<file path="src/rtl/uart_pkg.sv">
// Shared UART receive-side types and constants: rx FSM states, default frame
// geometry and the oversampling indices used for the per-bit majority vote.
package uart_pkg;

  localparam int OVERSAMPLE_DEF = 8;
  localparam int DATA_BITS_DEF  = 8;

  // Three sample points straddling the bit centre (3, 4, 5 for OVERSAMPLE=8).
  localparam int SMP_FIRST_DEF  = OVERSAMPLE_DEF / 2 - 1;
  localparam int SMP_MID_DEF    = OVERSAMPLE_DEF / 2;
  localparam int SMP_LAST_DEF   = OVERSAMPLE_DEF / 2 + 1;

  typedef enum logic [1:0] {
    IDLE  = 2'd0,
    START = 2'd1,
    DATA  = 2'd2,
    STOP  = 2'd3
  } rx_state_e;

  // Sample tick k (0..2) of the majority window for a given oversampling ratio.
  function automatic int sample_idx(input int oversample, input int k);
    return oversample / 2 - 1 + k;
  endfunction

endpackage

</file>
<file path="src/rtl/baud_tick_gen.sv">
// Prescaler that emits a one-cycle tick every P clk cycles (P=0 acts as 1).
// A new P is picked up only at a wrap or a clear, so a running bit keeps its timing.
module baud_tick_gen #(
  parameter int PRESC_WIDTH = 16
) (
  input  logic                   clk,
  input  logic                   rst,
  input  logic                   clr,
  input  logic [PRESC_WIDTH-1:0] presc_i,
  output logic                   tick_o
);

  logic [PRESC_WIDTH-1:0] cnt_q, cnt_d;
  logic [PRESC_WIDTH-1:0] period_q, period_d;
  logic [PRESC_WIDTH-1:0] last_cnt;

  // NOTE: every signal written here gets a default first, so no latch is inferred.
  always_comb begin
    last_cnt = (period_q == '0) ? '0 : period_q - PRESC_WIDTH'(1);
    tick_o   = (cnt_q == last_cnt);
    cnt_d    = cnt_q + PRESC_WIDTH'(1);
    period_d = period_q;
    if (clr || tick_o) begin
      cnt_d    = '0;
      period_d = presc_i;
    end
  end

  // NOTE: state flops use non-blocking assignments only, so all flops update together.
  always_ff @(posedge clk or posedge rst) begin
    if (rst) begin
      cnt_q    <= '0;
      period_q <= '0;
    end else begin
      cnt_q    <= cnt_d;
      period_q <= period_d;
    end
  end

endmodule

</file>
<file path="src/rtl/uart_rx_oversampled.sv">
// 8N1 UART receiver: 2-FF synchronised line, OVERSAMPLE ticks per bit, 3-sample
// majority per bit, byte presented on a valid/ready handshake with overrun/frame flags.
module uart_rx_oversampled
  import uart_pkg::*;
#(
  parameter int OVERSAMPLE  = OVERSAMPLE_DEF,
  parameter int DATA_BITS   = DATA_BITS_DEF,
  parameter int PRESC_WIDTH = 16
) (
  input  logic                   clk,
  input  logic                   rst,
  input  logic [PRESC_WIDTH-1:0] preescalar_data_rate,
  input  logic                   rtx,
  input  logic                   ready_i,
  output logic [DATA_BITS-1:0]   data_o,
  output logic                   valid_o,
  output logic                   frame_error_o,
  output logic                   overrun_o
);

  localparam int SCW = $clog2(OVERSAMPLE);
  localparam int BIW = $clog2(DATA_BITS + 1);

  localparam logic [SCW-1:0] SMP_A    = SCW'(sample_idx(OVERSAMPLE, 0));
  localparam logic [SCW-1:0] SMP_B    = SCW'(sample_idx(OVERSAMPLE, 1));
  localparam logic [SCW-1:0] SMP_C    = SCW'(sample_idx(OVERSAMPLE, 2));
  localparam logic [SCW-1:0] SMP_END  = SCW'(OVERSAMPLE - 1);
  localparam logic [BIW-1:0] BIT_LAST = BIW'(DATA_BITS - 1);

  logic                 sync1_q, sync2_q, prev_q;
  rx_state_e            state_q, state_d;
  logic [SCW-1:0]       sample_cnt_q, sample_cnt_d;
  logic [BIW-1:0]       bit_idx_q, bit_idx_d;
  logic [2:0]           smp_q, smp_d;
  logic [DATA_BITS-1:0] shift_q, shift_d;
  logic                 deliver_q, deliver_d;
  logic [DATA_BITS-1:0] data_q, data_d;
  logic                 valid_q, valid_d;
  logic                 ferr_q, ferr_d;
  logic                 ovr_q, ovr_d;

  logic start_edge, tick_clr, tick, bit_end, maj;

  assign start_edge = !sync2_q && prev_q;
  assign tick_clr   = (state_q == IDLE) && start_edge;
  assign bit_end    = tick && (sample_cnt_q == SMP_END);
  assign maj        = (smp_q[0] & smp_q[1]) | (smp_q[0] & smp_q[2]) | (smp_q[1] & smp_q[2]);

  baud_tick_gen #(
    .PRESC_WIDTH(PRESC_WIDTH)
  ) u_tick (
    .clk     (clk),
    .rst     (rst),
    .clr     (tick_clr),
    .presc_i (preescalar_data_rate),
    .tick_o  (tick)
  );

  always_comb begin
    state_d      = state_q;
    sample_cnt_d = sample_cnt_q;
    bit_idx_d    = bit_idx_q;
    smp_d        = smp_q;
    shift_d      = shift_q;
    deliver_d    = 1'b0;
    ferr_d       = 1'b0;
    ovr_d        = 1'b0;
    data_d       = data_q;
    valid_d      = valid_q;

    if (state_q != IDLE && tick) begin
      if (sample_cnt_q == SMP_A) smp_d[0] = sync2_q;
      if (sample_cnt_q == SMP_B) smp_d[1] = sync2_q;
      if (sample_cnt_q == SMP_C) smp_d[2] = sync2_q;
      sample_cnt_d = bit_end ? '0 : sample_cnt_q + SCW'(1);
    end

    case (state_q)
      IDLE: begin
        if (start_edge) begin
          state_d      = START;
          sample_cnt_d = '0;
          bit_idx_d    = '0;
        end
      end
      START: begin
        if (bit_end) begin
          state_d   = maj ? IDLE : DATA;
          bit_idx_d = '0;
        end
      end
      DATA: begin
        if (bit_end) begin
          shift_d   = {maj, shift_q[DATA_BITS-1:1]};
          bit_idx_d = bit_idx_q + BIW'(1);
          if (bit_idx_q == BIT_LAST) state_d = STOP;
        end
      end
      STOP: begin
        if (bit_end) begin
          state_d   = IDLE;
          deliver_d = maj;
          ferr_d    = !maj;
        end
      end
      default: state_d = IDLE;
    endcase

    // Acceptance and a new delivery can coincide; the delivery then wins.
    if (valid_q && ready_i) valid_d = 1'b0;
    if (deliver_q) begin
      if (!valid_q || ready_i) begin
        data_d  = shift_q;
        valid_d = 1'b1;
      end else begin
        ovr_d = 1'b1;
      end
    end
  end

  always_ff @(posedge clk or posedge rst) begin
    if (rst) begin
      sync1_q      <= 1'b1;
      sync2_q      <= 1'b1;
      prev_q       <= 1'b1;
      state_q      <= IDLE;
      sample_cnt_q <= '0;
      bit_idx_q    <= '0;
      smp_q        <= '0;
      shift_q      <= '0;
      deliver_q    <= 1'b0;
      data_q       <= '0;
      valid_q      <= 1'b0;
      ferr_q       <= 1'b0;
      ovr_q        <= 1'b0;
    end else begin
      sync1_q      <= rtx;
      sync2_q      <= sync1_q;
      prev_q       <= sync2_q;
      state_q      <= state_d;
      sample_cnt_q <= sample_cnt_d;
      bit_idx_q    <= bit_idx_d;
      smp_q        <= smp_d;
      shift_q      <= shift_d;
      deliver_q    <= deliver_d;
      data_q       <= data_d;
      valid_q      <= valid_d;
      ferr_q       <= ferr_d;
      ovr_q        <= ovr_d;
    end
  end

  assign data_o        = data_q;
  assign valid_o       = valid_q;
  assign frame_error_o = ferr_q;
  assign overrun_o     = ovr_q;

endmodule
</file>
<file path="config.mk">
export PLATFORM = sky130hd
export DESIGN_NAME = uart_rx_oversampled
export DESIGN_NICKNAME = d
export VERILOG_FILES = /design/src/rtl/uart_pkg.sv /design/src/rtl/baud_tick_gen.sv /design/src/rtl/uart_rx_oversampled.sv
export SDC_FILE = /design/constraint.sdc
export NUM_CORES = 1
export LEC_CHECK = 0
export ABC_AREA = 1
export ABC_CLOCK_PERIOD_IN_PS = 2550
export CORE_UTILIZATION = 53
export DETAILED_ROUTE_END_ITERATION = 10
export GPL_TIMING_DRIVEN = 0
export PLACE_DENSITY = 0.77
export SLEW_MARGIN = 40
export SYNTH_ARGS = -nofsm -noshare
export SYNTH_HDL_FRONTEND = slang
export SYNTH_HIERARCHICAL = 1
export SYNTH_SLANG_ARGS = --single-unit
</file>
<file path="constraint.sdc">
create_clock -name clk -period 2.55 [get_ports clk]
set_clock_uncertainty 0.2 [all_clocks]
set_input_delay 0.6375 -clock clk [delete_from_list [all_inputs] [get_ports clk]]
set_output_delay 0.6375 -clock clk [all_outputs]
set_load 0.01 [all_outputs]
</file>
==> impl_metrics.env <==
export IMPL_synth_seq_cells=67
export IMPL_vias=3889
export IMPL_drc_errors=0
export IMPL_cts_buffer_depth=2
export IMPL_post_route_util=0.756
export IMPL_setup_tns_ns=-8.64
export IMPL_diodes=0
export IMPL_final_cell_area_um2=5190
export IMPL_fp_dieH_um=87.0
export IMPL_cp_num_buf_inv=4
export IMPL_post_place_ws_ns=-0.462
export IMPL_worstSetupEndpointType="register"
export IMPL_crit_path_top_delay_cell="dfrtp_1"
export IMPL_antenna_left=0
export IMPL_rows=30
export IMPL_die_width_um=87.0
export IMPL_drt_total_wl_um=10400
export IMPL_timing_worst_slew_pin_value_ns=0.709
export IMPL_h_tree_depth=3
export IMPL_layout_drive_gt1_share=0.249
export IMPL_crit_path_max_fanout=6
export IMPL_synth_compound_area_frac=0.0523
export IMPL_slowest_delay_ns=0.41
export IMPL_yosysWarnings=6
export IMPL_synth_top_area_frac=0.418
export IMPL_synth_top_family_by_area="simple AND/OR/NAND/NOR gates"
export IMPL_initial_utilization=0.557
export IMPL_min_path_type="register to register"
export IMPL_cts_sinks=67
export IMPL_drv_slew=0
export IMPL_wl_per_cell_um=14.6
export IMPL_area_growth_pct=35.7
export IMPL_synthDistinctLibCells=31
export IMPL_min_period_ns=2.79
export IMPL_fmaxAchievable_mhz=359
export IMPL_worstPathCellList="inv_2 > ha_4 > inv_2 > nor2_4 > inv_2 > o21ai_2 > nand2_1 > nand2_1 > nand2_1 > nor2_1 > nand4_1 > nor3_2 > nand2_1 > nor2_4 > nand2_4 > nor2_4 > buf_6 > o21ai_1"
export IMPL_placed_area_um2=4250
export IMPL_synth_seq_area_share=0.439
export IMPL_antenna_found_initial=0
export IMPL_slew_headroom=0.526
export IMPL_clk_pin_slew_worst_paths_ns=0.08
export IMPL_synth_xor_area_share=0.0183
export IMPL_crit_arrival_ns=2.82
export IMPL_synthAdderAreaFrac=0.0261
export IMPL_fillers=477
export IMPL_vdd_drop_max_mv=0.688
export IMPL_setup_viol=54
export IMPL_p_leak_nw=2.49
export IMPL_finalCritPeriodShare=1.09
export IMPL_post_route_worst_setup_slack_ns=-0.235
export IMPL_path_delay_family="simple AND/OR/NAND/NOR gates"
export IMPL_hold_depth=0
export IMPL_grt_pass1_vias=3375
export IMPL_synth_simple_gate_area_frac=0.379
export IMPL_dieArea_um2=7570
export IMPL_port_buffers=30
export IMPL_cts_root_buf="clkbuf_8"
export IMPL_grt_overflow_total=0
export IMPL_p_per_area_nw_per_um2=940
export IMPL_drt_iter0_markers=507
export IMPL_synth_mux_area_frac=0
export IMPL_outcome="complete, but fails checks"
export IMPL_core_um2=6870
export IMPL_grt_first_pass_wirelength_um=15100
export IMPL_viasPerCell=5.44
export IMPL_synth_nets=557
export IMPL_rsz0062_at_grt="true"
export IMPL_ioPinCount=31
export IMPL_ff_latch_area_um2=1690
export IMPL_fin_nets=642
export IMPL_crit_type="register to register"
export IMPL_startpoint_type="register"
export IMPL_dpl_hpwl_um=5970
export IMPL_cp_data_required_time_ns=2.59
export IMPL_cpMostUsedCell="nand2_1"
export IMPL_syn_area_um2=3830
export IMPL_drv_cap=0
export IMPL_place_congestion=0.878
export IMPL_failed_checks="setup timing"
export IMPL_dr_pass1_iters=5
export IMPL_syn_avg_cell_area_um2=7.24
export IMPL_cts_buffers=9
export IMPL_synth_top_cell_by_area="dfrtp_1"
export IMPL_grt_max_degree=36
export IMPL_synthTopCellsByArea="dfrtp_1, nand2_1, nand3_1"
export IMPL_multi_input_area_um2=2130
export IMPL_syn_inst=529
export IMPL_whs_ns=0.160
export IMPL_worst_path_stages=18
export IMPL_cts_tree="done"
export IMPL_ff2ff_path_depth=18
export IMPL_final_hold_viol_count=0
export IMPL_grt_util_all_layers=0.261
export IMPL_insertion_delay_ns=0.35
[layer usage]
metal,global-route usage,share of wire
met5,0,0
met3,0.0474,0.059
met2,0.409,0.49
met4,0.111,0.029
met1,0.356,0.43
[cells in the mapped netlist (all sizes together)]
cell type / n
inv: 63
xor2: 7
o21bai: 2
dfstp: 3
nor3b: 1
nor2: 70
clkbuf: 1
a21oi: 7
and2: 1
o21ai: 30
nand3: 55
buf: 9
nor3: 5
clkinv: 2
xnor2: 1
nand4: 16
dfrtp: 64
ha: 8
nand3b: 2
nand2: 182
[flip-flops by register name, summed over array words and instances, names as in the netlist, 3 cells and up, named ones only]
register         flops
data_o               8
u_tick/period_q     16
sample_cnt_q         3
smp_q                3
u_tick/cnt_q        16
shift_q              8
bit_idx_q            4
[layout by cell type, fill, tap and decap left out, types with 2 or more instances in the layout]
cell type,synthesis,layout
o21ai_2,0,2
xor2_1,7,7
nor2_4,3,16
clkdlybuf4s50_1,0,30
nand4_1,16,16
buf_4,1,34
nand3_2,1,2
buf_6,5,13
nand3_4,1,4
nand2_8,0,2
dfrtp_1,64,58
clkinv_4,0,4
o21ai_0,20,13
nor3_2,0,2
nor3_1,5,2
a21oi_1,7,6
buf_8,0,3
nor2_1,64,46
nand2_1,173,155
dfrtp_2,0,6
nand2_4,1,7
clkbuf_16,0,2
clkbuf_8,0,9
o21ai_1,10,15
inv_2,1,9
dfstp_2,3,3
nand3b_1,2,2
nor2_2,3,8
nand3_1,53,49
ha_1,8,7
clkinv_2,1,2
nand2_2,8,18
inv_1,62,54
[metrics by stage]
step | power (W) | instances
after global routing | 0.00515 | 715
after CTS | 0.00424 | 696
after detailed placement | 0.00298 | 655
final | 0.00488 | 715
after global placement | 0.00291 | 655
after floorplan | 0.00264 | 529
[layout make-up]
type	count	share of cell area
flip-flops and latches	67	0.325
well taps	96	0.0231
plain buffers	10	0.0212
multi-input cells	387	0.410
clock buffers	9	0.0238
repair buffers	74	0.134
inverters	65	0.0479
clock inverters	7	0.0149
[path summary, 6_finish.rpt]
| path | end | slack [ns] | from |
|---|---|---|---|
| max in group asynchronous | u_tick/period_q[13]$_DFFE_PP0P_ | 1.10 | rst |
| worst max-delay path | shift_q[2]$_DFFE_PP0P_ | -0.24 | u_tick/period_q[0]$_DFFE_PP0P_ |
| worst min-delay path | sync2_q$_DFF_PP1_ | 0.16 | sync1_q$_DFF_PP1_ |
| min in group asynchronous | u_tick/cnt_q[10]$_DFF_PP0_ | 0.55 | rst |
| worst min register to register | sync2_q$_DFF_PP1_ | 0.16 | sync1_q$_DFF_PP1_ |
| worst max register to register | shift_q[2]$_DFFE_PP0P_ | -0.24 | u_tick/period_q[0]$_DFFE_PP0P_ |
[logic make-up (layout without fill, tap and decap cells)]
kind of cell             count (synthesis)  after routing
adder cells (fa/ha/maj)                  8              8
flip-flops                              67             67
buffers and inverters                   75            165
AO/OA/AOI/OAI                           39             39
AND/OR/NAND/NOR                        332            332
XOR/XNOR                                 8              8
[power breakdown]
part	switching [W]	internal (W)	total, W
sequential	0.000280	0.00126	0.00155
clock	0.000452	0.000460	0.000912
combinational	0.00146	0.000966	0.00242
total	0.00219	0.00269	0.00488
[what timing repair did]
item,in CTS,in global routing
gates resized for setup,45,68
cloned,1,3
hold buffers,0,0
pin swaps,22,26
setup buffers,24,16
setup endpoints to repair,52,54
(Power assumes the default switching activity.)
